===== config.mk =====
export PLATFORM = sky130hd
export DESIGN_NAME = button_event_decoder
export DESIGN_NICKNAME = d
export VERILOG_FILES = /design/src/rtl/button_event_decoder.sv
export SDC_FILE = /design/constraint.sdc
export NUM_CORES = 1
export LEC_CHECK = 0
export CORE_ASPECT_RATIO = 0.75
export CORE_MARGIN = 5
export CORE_UTILIZATION = 58
export DETAILED_ROUTE_END_ITERATION = 10
export PLACE_DENSITY_LB_ADDON = 0.2
export REMOVE_ABC_BUFFERS = 1
export SLEW_MARGIN = 20
export SYNTH_ARGS = -nofsm -noshare
export SYNTH_HDL_FRONTEND = slang
export SYNTH_SLANG_ARGS = --single-unit

===== constraint.sdc =====
create_clock -name clk_i -period 4.4 [get_ports clk_i]
set_input_delay 0.88 -clock clk_i [delete_from_list [all_inputs] [get_ports clk_i]]
set_output_delay 0.88 -clock clk_i [all_outputs]
set_load 0.1 [all_outputs]

===== src/rtl/button_event_decoder.sv =====
// rtl/button_event_decoder.sv - turns a debounced button level into edge, short, long and double press pulses
// Also keeps a wrapping count of presses (rising edges).
module button_event_decoder #(
  parameter int TICK_DIV   = 4,
  parameter int LONG_TICKS = 8,
  parameter int DBL_TICKS  = 4,
  parameter int CNT_W      = 8
) (
  input  logic             clk_i,
  input  logic             rst_ni,
  input  logic             db_i,
  output logic             rise_o,
  output logic             fall_o,
  output logic             short_o,
  output logic             long_o,
  output logic             double_o,
  output logic [CNT_W-1:0] press_cnt_o
);

  localparam int PRE_W = (TICK_DIV > 1) ? $clog2(TICK_DIV) : 1;
  localparam logic [PRE_W-1:0] PRE_LAST  = PRE_W'(TICK_DIV - 1);
  localparam logic [CNT_W-1:0] TIMER_MAX = '1;
  localparam logic [CNT_W-1:0] LONG_T    = CNT_W'(LONG_TICKS);
  localparam logic [CNT_W-1:0] DBL_T     = CNT_W'(DBL_TICKS);

  typedef enum logic [2:0] {
    ST_IDLE      = 3'd0,
    ST_PRESS1    = 3'd1,
    ST_WAIT2     = 3'd2,
    ST_PRESS2    = 3'd3,
    ST_LONG_HELD = 3'd4
  } state_e;

  state_e           state_q, state_d;
  logic             db_q;
  logic [PRE_W-1:0] pre_q, pre_d;
  logic [CNT_W-1:0] timer_q, timer_d, timer_inc;
  logic [CNT_W-1:0] cnt_q, cnt_d;
  logic             rise_q, fall_q, short_q, long_q, double_q;
  logic             short_d, long_d, double_d;
  logic             rise, fall, tick, long_hit, dbl_hit;

  assign rise = db_i & ~db_q;
  assign fall = ~db_i & db_q;
  assign tick = (pre_q == PRE_LAST);

  // Thresholds look at the value the timer is about to take, so a threshold of
  // K fires on the edge exactly K*TICK_DIV cycles after state entry.
  assign timer_inc = (tick && (timer_q != TIMER_MAX)) ? timer_q + CNT_W'(1) : timer_q;
  assign long_hit  = (timer_inc == LONG_T);
  assign dbl_hit   = (timer_inc == DBL_T);
  assign cnt_d     = cnt_q + CNT_W'(rise);

  always_comb begin
    state_d  = state_q;
    short_d  = 1'b0;
    long_d   = 1'b0;
    double_d = 1'b0;
    case (state_q)
      ST_IDLE: begin
        if (rise) state_d = ST_PRESS1;
      end
      ST_PRESS1: begin
        if (fall) begin
          state_d = ST_WAIT2;
        end else if (long_hit) begin
          state_d = ST_LONG_HELD;
          long_d  = 1'b1;
        end
      end
      ST_WAIT2: begin
        if (rise) begin
          state_d = ST_PRESS2;
        end else if (dbl_hit) begin
          state_d = ST_IDLE;
          short_d = 1'b1;
        end
      end
      ST_PRESS2: begin
        if (fall) begin
          state_d  = ST_IDLE;
          double_d = 1'b1;
        end else if (long_hit) begin
          state_d = ST_LONG_HELD;
          long_d  = 1'b1;
        end
      end
      ST_LONG_HELD: begin
        if (fall) state_d = ST_IDLE;
      end
      default: state_d = ST_IDLE;
    endcase

    if (state_d != state_q) begin
      pre_d   = '0;
      timer_d = '0;
    end else begin
      pre_d   = tick ? '0 : pre_q + PRE_W'(1);
      timer_d = timer_inc;
    end
  end

  always_ff @(posedge clk_i or negedge rst_ni) begin
    if (!rst_ni) begin
      state_q  <= ST_IDLE;
      db_q     <= 1'b0;
      pre_q    <= '0;
      timer_q  <= '0;
      cnt_q    <= '0;
      rise_q   <= 1'b0;
      fall_q   <= 1'b0;
      short_q  <= 1'b0;
      long_q   <= 1'b0;
      double_q <= 1'b0;
    end else begin
      state_q  <= state_d;
      db_q     <= db_i;
      pre_q    <= pre_d;
      timer_q  <= timer_d;
      cnt_q    <= cnt_d;
      rise_q   <= rise;
      fall_q   <= fall;
      short_q  <= short_d;
      long_q   <= long_d;
      double_q <= double_d;
    end
  end

  assign rise_o      = rise_q;
  assign fall_o      = fall_q;
  assign short_o     = short_q;
  assign long_o      = long_q;
  assign double_o    = double_q;
  assign press_cnt_o = cnt_q;

endmodule


After elaboration in Yosys (flattened, before gate mapping)
Cells that the tools add are included.
- bits in read-only memories: 0
- bits of input ports: 3
- output and inout port bits: 13
- bits in latches: 0
- RAM bits: 0
- memories: 0
- bits in registers: 27
- add/sub/neg operators: 3
- div/mod/pow operators: 0
- order comparisons: 0
- bitwise gates (word level): 4
- multiplexer cells: 20
- multiply operators: 0
- reduce and logical (&&, ||, !) cells: 3
- shift-type cells: 0
- eq/ne operators: 9
- operators with widths (cell ; number):
    $mux W3 ; 7
    $mux W8 ; 2
    $pmux W3 S5 ; 1
    $add A8 B1 Y8 ; 1
    $add A8 B1 Y8 const B ; 1
    $eq A8 B3 Y1 const B ; 1
    $eq A8 B4 Y1 const B ; 1
    $mux W1 ; 8
    $ne A8 B8 Y1 const B ; 1
    $eq A3 B2 Y1 const B ; 2
    $mux W2 ; 2
    $eq A3 B1 Y1 const B ; 1
    $eq A3 B3 Y1 const B ; 1
    $logic_not A3 Y1 ; 1
    $ne A3 B3 Y1 ; 1
    $add A2 B1 Y2 const B ; 1
    $and A1 B1 Y1 ; 2
    $eq A2 B2 Y1 const B ; 1
    $not A1 Y1 ; 2
    $reduce_or A2 Y1 ; 1
    $logic_and A1 B1 Y1 ; 1

Logic depth before layout (Yosys ltp)
- depth after elaboration: 9
- depth in mapped cells: 9
- depth with buffers taken out: 7

Worst setup path before layout
No wires, ideal clock.
- path type: input -> register
- start point: in db_i
- end point: reg pre_q[1]
- data required time: 4.269 ns
- library setup time: 0.131 ns
- arrival time: 2.123 ns
- stages: 6
- buffers on the path: 0
- slack: 2.147 ns
- path through: nor2b_1 > or3_1 > a211oi_1 > a41oi_1 > nor2b_1 > nor3b_2
- longest elaborated chain between the ends: 6
- elaborated cells between the ends (all ways): 11
- ends and longest elaborated chain (element ; RTL line ; RTL):
    start: declaration ; 11 ; input logic db_i,
    $not A1 Y1 ; 44 ; assign fall = ~db_i & db_q;
    $and A1 B1 Y1 ; 44 ;
    $mux W3 (on tied branches) ; 89, 64, 80 ;
    $pmux W3 S5 (*) ; 59 ; case (state_q)
    $ne A3 B3 Y1 (*) ; 94 ; if (state_d != state_q) begin
    $mux W2 (*) ; 94 ;
    net pre_d[1] ; 36 ; logic [PRE_W-1:0] pre_q, pre_d;
    end signal: assignment ; 118 ; pre_q <= pre_d;
    end: declaration ; 36 ;
The timed path passes the listed nets; every way through them passes the cells marked *.

Worst setup path in the final report
- start point: reg cnt_q[2] (netlist: press_cnt_o[2])
- end point: out press_cnt_o[2]
- RTL lines (element ; RTL line ; RTL):
    start: declaration ; 38 ; logic [CNT_W-1:0] cnt_q, cnt_d;
    start signal: assignment ; 120 ; cnt_q <= cnt_d;
    end: declaration ; 17 ; output logic [CNT_W-1:0] press_cnt_o
No word-level cell between the ends.

==> key figures <==
Finish
  – Antenna fix cells: 0
  – Footprint of the multi-input gates: 634 sq um
  – Commonest non-fill, non-tap cells in the layout: dfrtp_1, clkdlybuf4s50_1, nand2_1, nor2_1, nand4_1
  – Most common cell after layout, fill and taps aside: dfrtp_1
  – Nets: between 100 and 150
  – Share of layout cells above drive strength 1: 9.22%
  – P&R area growth vs syn: 13.8%
  – Layout Utilization: 67.8%
  – Fillers: ~200
  – Final instance area: 1540 sq um
  – Register area: a little under 700 sq um

Worst setup path
  – Reg-to-reg setup timing slack: about 1.9 ns
  – Slowest CP cell: clkdlybuf4s50_1
  – CP startpoint: press_cnt_o[2]
  – CP Capture Type: output port
  – R2R Path End: pre_q[0]
  – Worst setup SP type: flop
  – Crit-path max FO: 5
  – CP cell instances: clkdlybuf4s50_1
  – Delay-heaviest family, CP: buffers and inverters
  – Worst setup path endpoint: press_cnt_o[2]
  – Kind of critical path: reg2out
  – WP data arrival: 1.92 ns
  – Worst path depth: 1
  – CP max stage delay: 1.16 ns
  – Reg-to-Reg Start: timer_q[0]
  – CP required: between 3 and 4 ns
  – Critical path buffers and inverters: 1
  – Worst R2R Path Depth: 7

Yosys
  – Main combinational cell family by area after synthesis: simple AND/OR/NAND/NOR gates
  – Synth Area in XOR/XNOR: about 4.5%
  – Ys flop type: dfrtp_1
  – Post-synth EDFFs: 0
  – Post-synthesis mux area share: under 10%
  – Warnings from Yosys: 0
  – Post-synthesis cell type count: 42
  – Compound-cell area share of the yosys netlist: a little under 10%
  – Flops & latches, synth: 27
  – Asr flop ratio synth: between 90% and 100%
  – Syn Inst Count: 126
  – Post-Synth Adder-Cell Area: 3.70%
  – Cell area after synthesis: between 1000 and 1500 sq um
  – Simple-gate share of the synthesized area: about a quarter
  – Seq/Total Area, Yosys: about half
  – Mapped Avg Cell Area: ~11 sq um

Routing
  – Routed vias: around 1,000
  – Vias per inst: 5.65
  – 1st-pass router iterations: 4
  – WL final: between 2000 and 2500 microns
  – Routed Antenna Nets: 0
  – Drt wl/cell: approximately 13 microns
  – Initial DRC count: 54
  – # DRC: 0

Run
  – Max-cap violations: 0

Floorplanning
  – Die footprint: 3410 sq um
  – Die H: ~52 microns
  – FP Rows: 15
  – I/O Pins: 16
  – Die width: approximately 66 microns
  – Core footprint: 2270 sq um
  – Starting Density: approximately three fifths

Worst hold path
  – Hold WC Path Type: reg2reg

Outcome
  – Status: completed

Power
  – Worst IR Drop VDD: 512 uV
  – PD cells: around 550 nW/um^2
  – Leak Pwr: between 0.6 and 0.7 nW

Clock network
  – Sink Count: 27
  – CTS root buffer: clkbuf_4
  – Cts hold-fix bufs: 0
  – Clock transition at path regs: around 0.13 ns
  – Htree depth: 1
  – CTS tree: yes
  – Clock insertion delay at the later pin of the skew report: around 0.32 ns
  – Resized Gates After CTS: 0
  – Num CTS Buffers: 3
  – Post-CTS setup buffers: 0
  – Longest Clk Path Bufs: 2

Placed design
  – Pre-CTS setup slack: ~1.5 ns
  – Port Buf Inserts: 15
  – HPWL Detailed: between 1500 and 2000 microns
  – Post-DP Area: about 1500 sq um
  – Placer Congestion: 0.869

STA
  – Relative slew slack: a little over a third
  – Setup TNS: 0 ns
  – Worst-margin pin slew: 0.972 ns
  – Fin. Hold Viols: 0
  – F_max: around 360 MHz
  – Final setup fails: 0
  – Final Max Tran Viols: 0
  – Final Cycle Share: 63.7%
  – RSZ-0062 raised after global routing: no
  – Final worst slack: between 1.5 and 2 ns
  – Max Clock Skew: 0.00115 ns
  – Period minus WS final: between 2 and 3 ns

Global route
  – Vias in the first global route: 906
  – First-pass GRT wire length: between 4000 and 5000 microns
  – Total grt overflow: 0
  – Gr usage total: 15.8%
  – Initial antenna violation count: 0
  – Largest net degree at the start of global routing: 27
[logic make-up (layout without fill, tap and decap cells)]
| kind of cell | after synthesis | in the layout |
|---|---|---|
| flops | 27 | 27 |
| simple gates | 59 | 59 |
| fa+ha+maj | 4 | 4 |
| compound gates | 18 | 18 |
| xor+xnor | 7 | 7 |
| mux | 4 | 4 |
| buf+inv | 7 | 22 |
[synthesized netlist by cell type, types with 2 or more instances]
library cell	number	area [sq um]
nand3_1	5	25.0
nor2b_1	4	25.0
nand2_1	12	45.0
buf_6	2	22.5
nor2_1	10	37.5
and3_1	3	18.8
nand4_1	6	37.5
o21a_1	2	15.0
nand2b_1	3	18.8
nand3b_1	2	15.0
xnor2_1	4	35.0
and4_1	3	26.3
dfrtp_1	27	676
nor3_1	2	10.0
xor2_1	3	26.3
clkbuf_1	2	7.51
a21oi_1	4	20.0
nor4_2	2	25.0
mux2i_1	3	30.0
ha_1	4	50.1
inv_1	2	7.51
[state kept, by name, indices dropped and copies added, names as in the netlist]
signal,count
press_cnt_o,8
timer_q,8
state_q,3
pre_q,2
db_q,1
double_o,1
fall_o,1
long_o,1
rise_o,1
short_o,1
[area by class of cell]
class                      count  share of cell area (%)
sequential                    27                    43.9
multi-input combinational     92                    41.2
timing repair buffer          16                    9.92
tap                           34                    2.76
clock buffer                   4                    1.71
inverter                       2                   0.488
[routing by layer]
layer  routed length (microns)  GRT usage [%]  vias to the layer above
met5                         0              0                        -
met4                         9           3.10                        0
met3                       131           5.40                        2
met2                      1050           25.0                       21
met1                      1160           21.0                      476
li1                          -              -                      489
[stage by stage]
stage | hold WS [ns] | cells | total power, mW
after floorplan | 0.433 | 121 | 0.646
after global placement | 0.450 | 171 | 0.737
after detailed placement | 0.459 | 171 | 0.747
after CTS | 0.478 | 175 | 0.856
after global routing | 0.489 | 175 | 0.892
final | 0.478 | 175 | 0.847
[power by group]
| part | total [mW] | switching [mW] | internal (mW) |
|---|---|---|---|
| Combinational | 0.394 | 0.287 | 0.107 |
| Sequential | 0.349 | 0.0519 | 0.297 |
| Clock | 0.104 | 0.0686 | 0.0355 |
[worst min path at each step]
stage,start,to,cells after the start
floorplan,pre_q[0],pre_q[0],1
global placement,pre_q[0],pre_q[0],1
detailed placement,pre_q[0],pre_q[0],1
CTS,pre_q[0],pre_q[0],1
global route,pre_q[0],pre_q[0],1
finish,pre_q[0],pre_q[0],1
(Power assumes the default switching activity.)
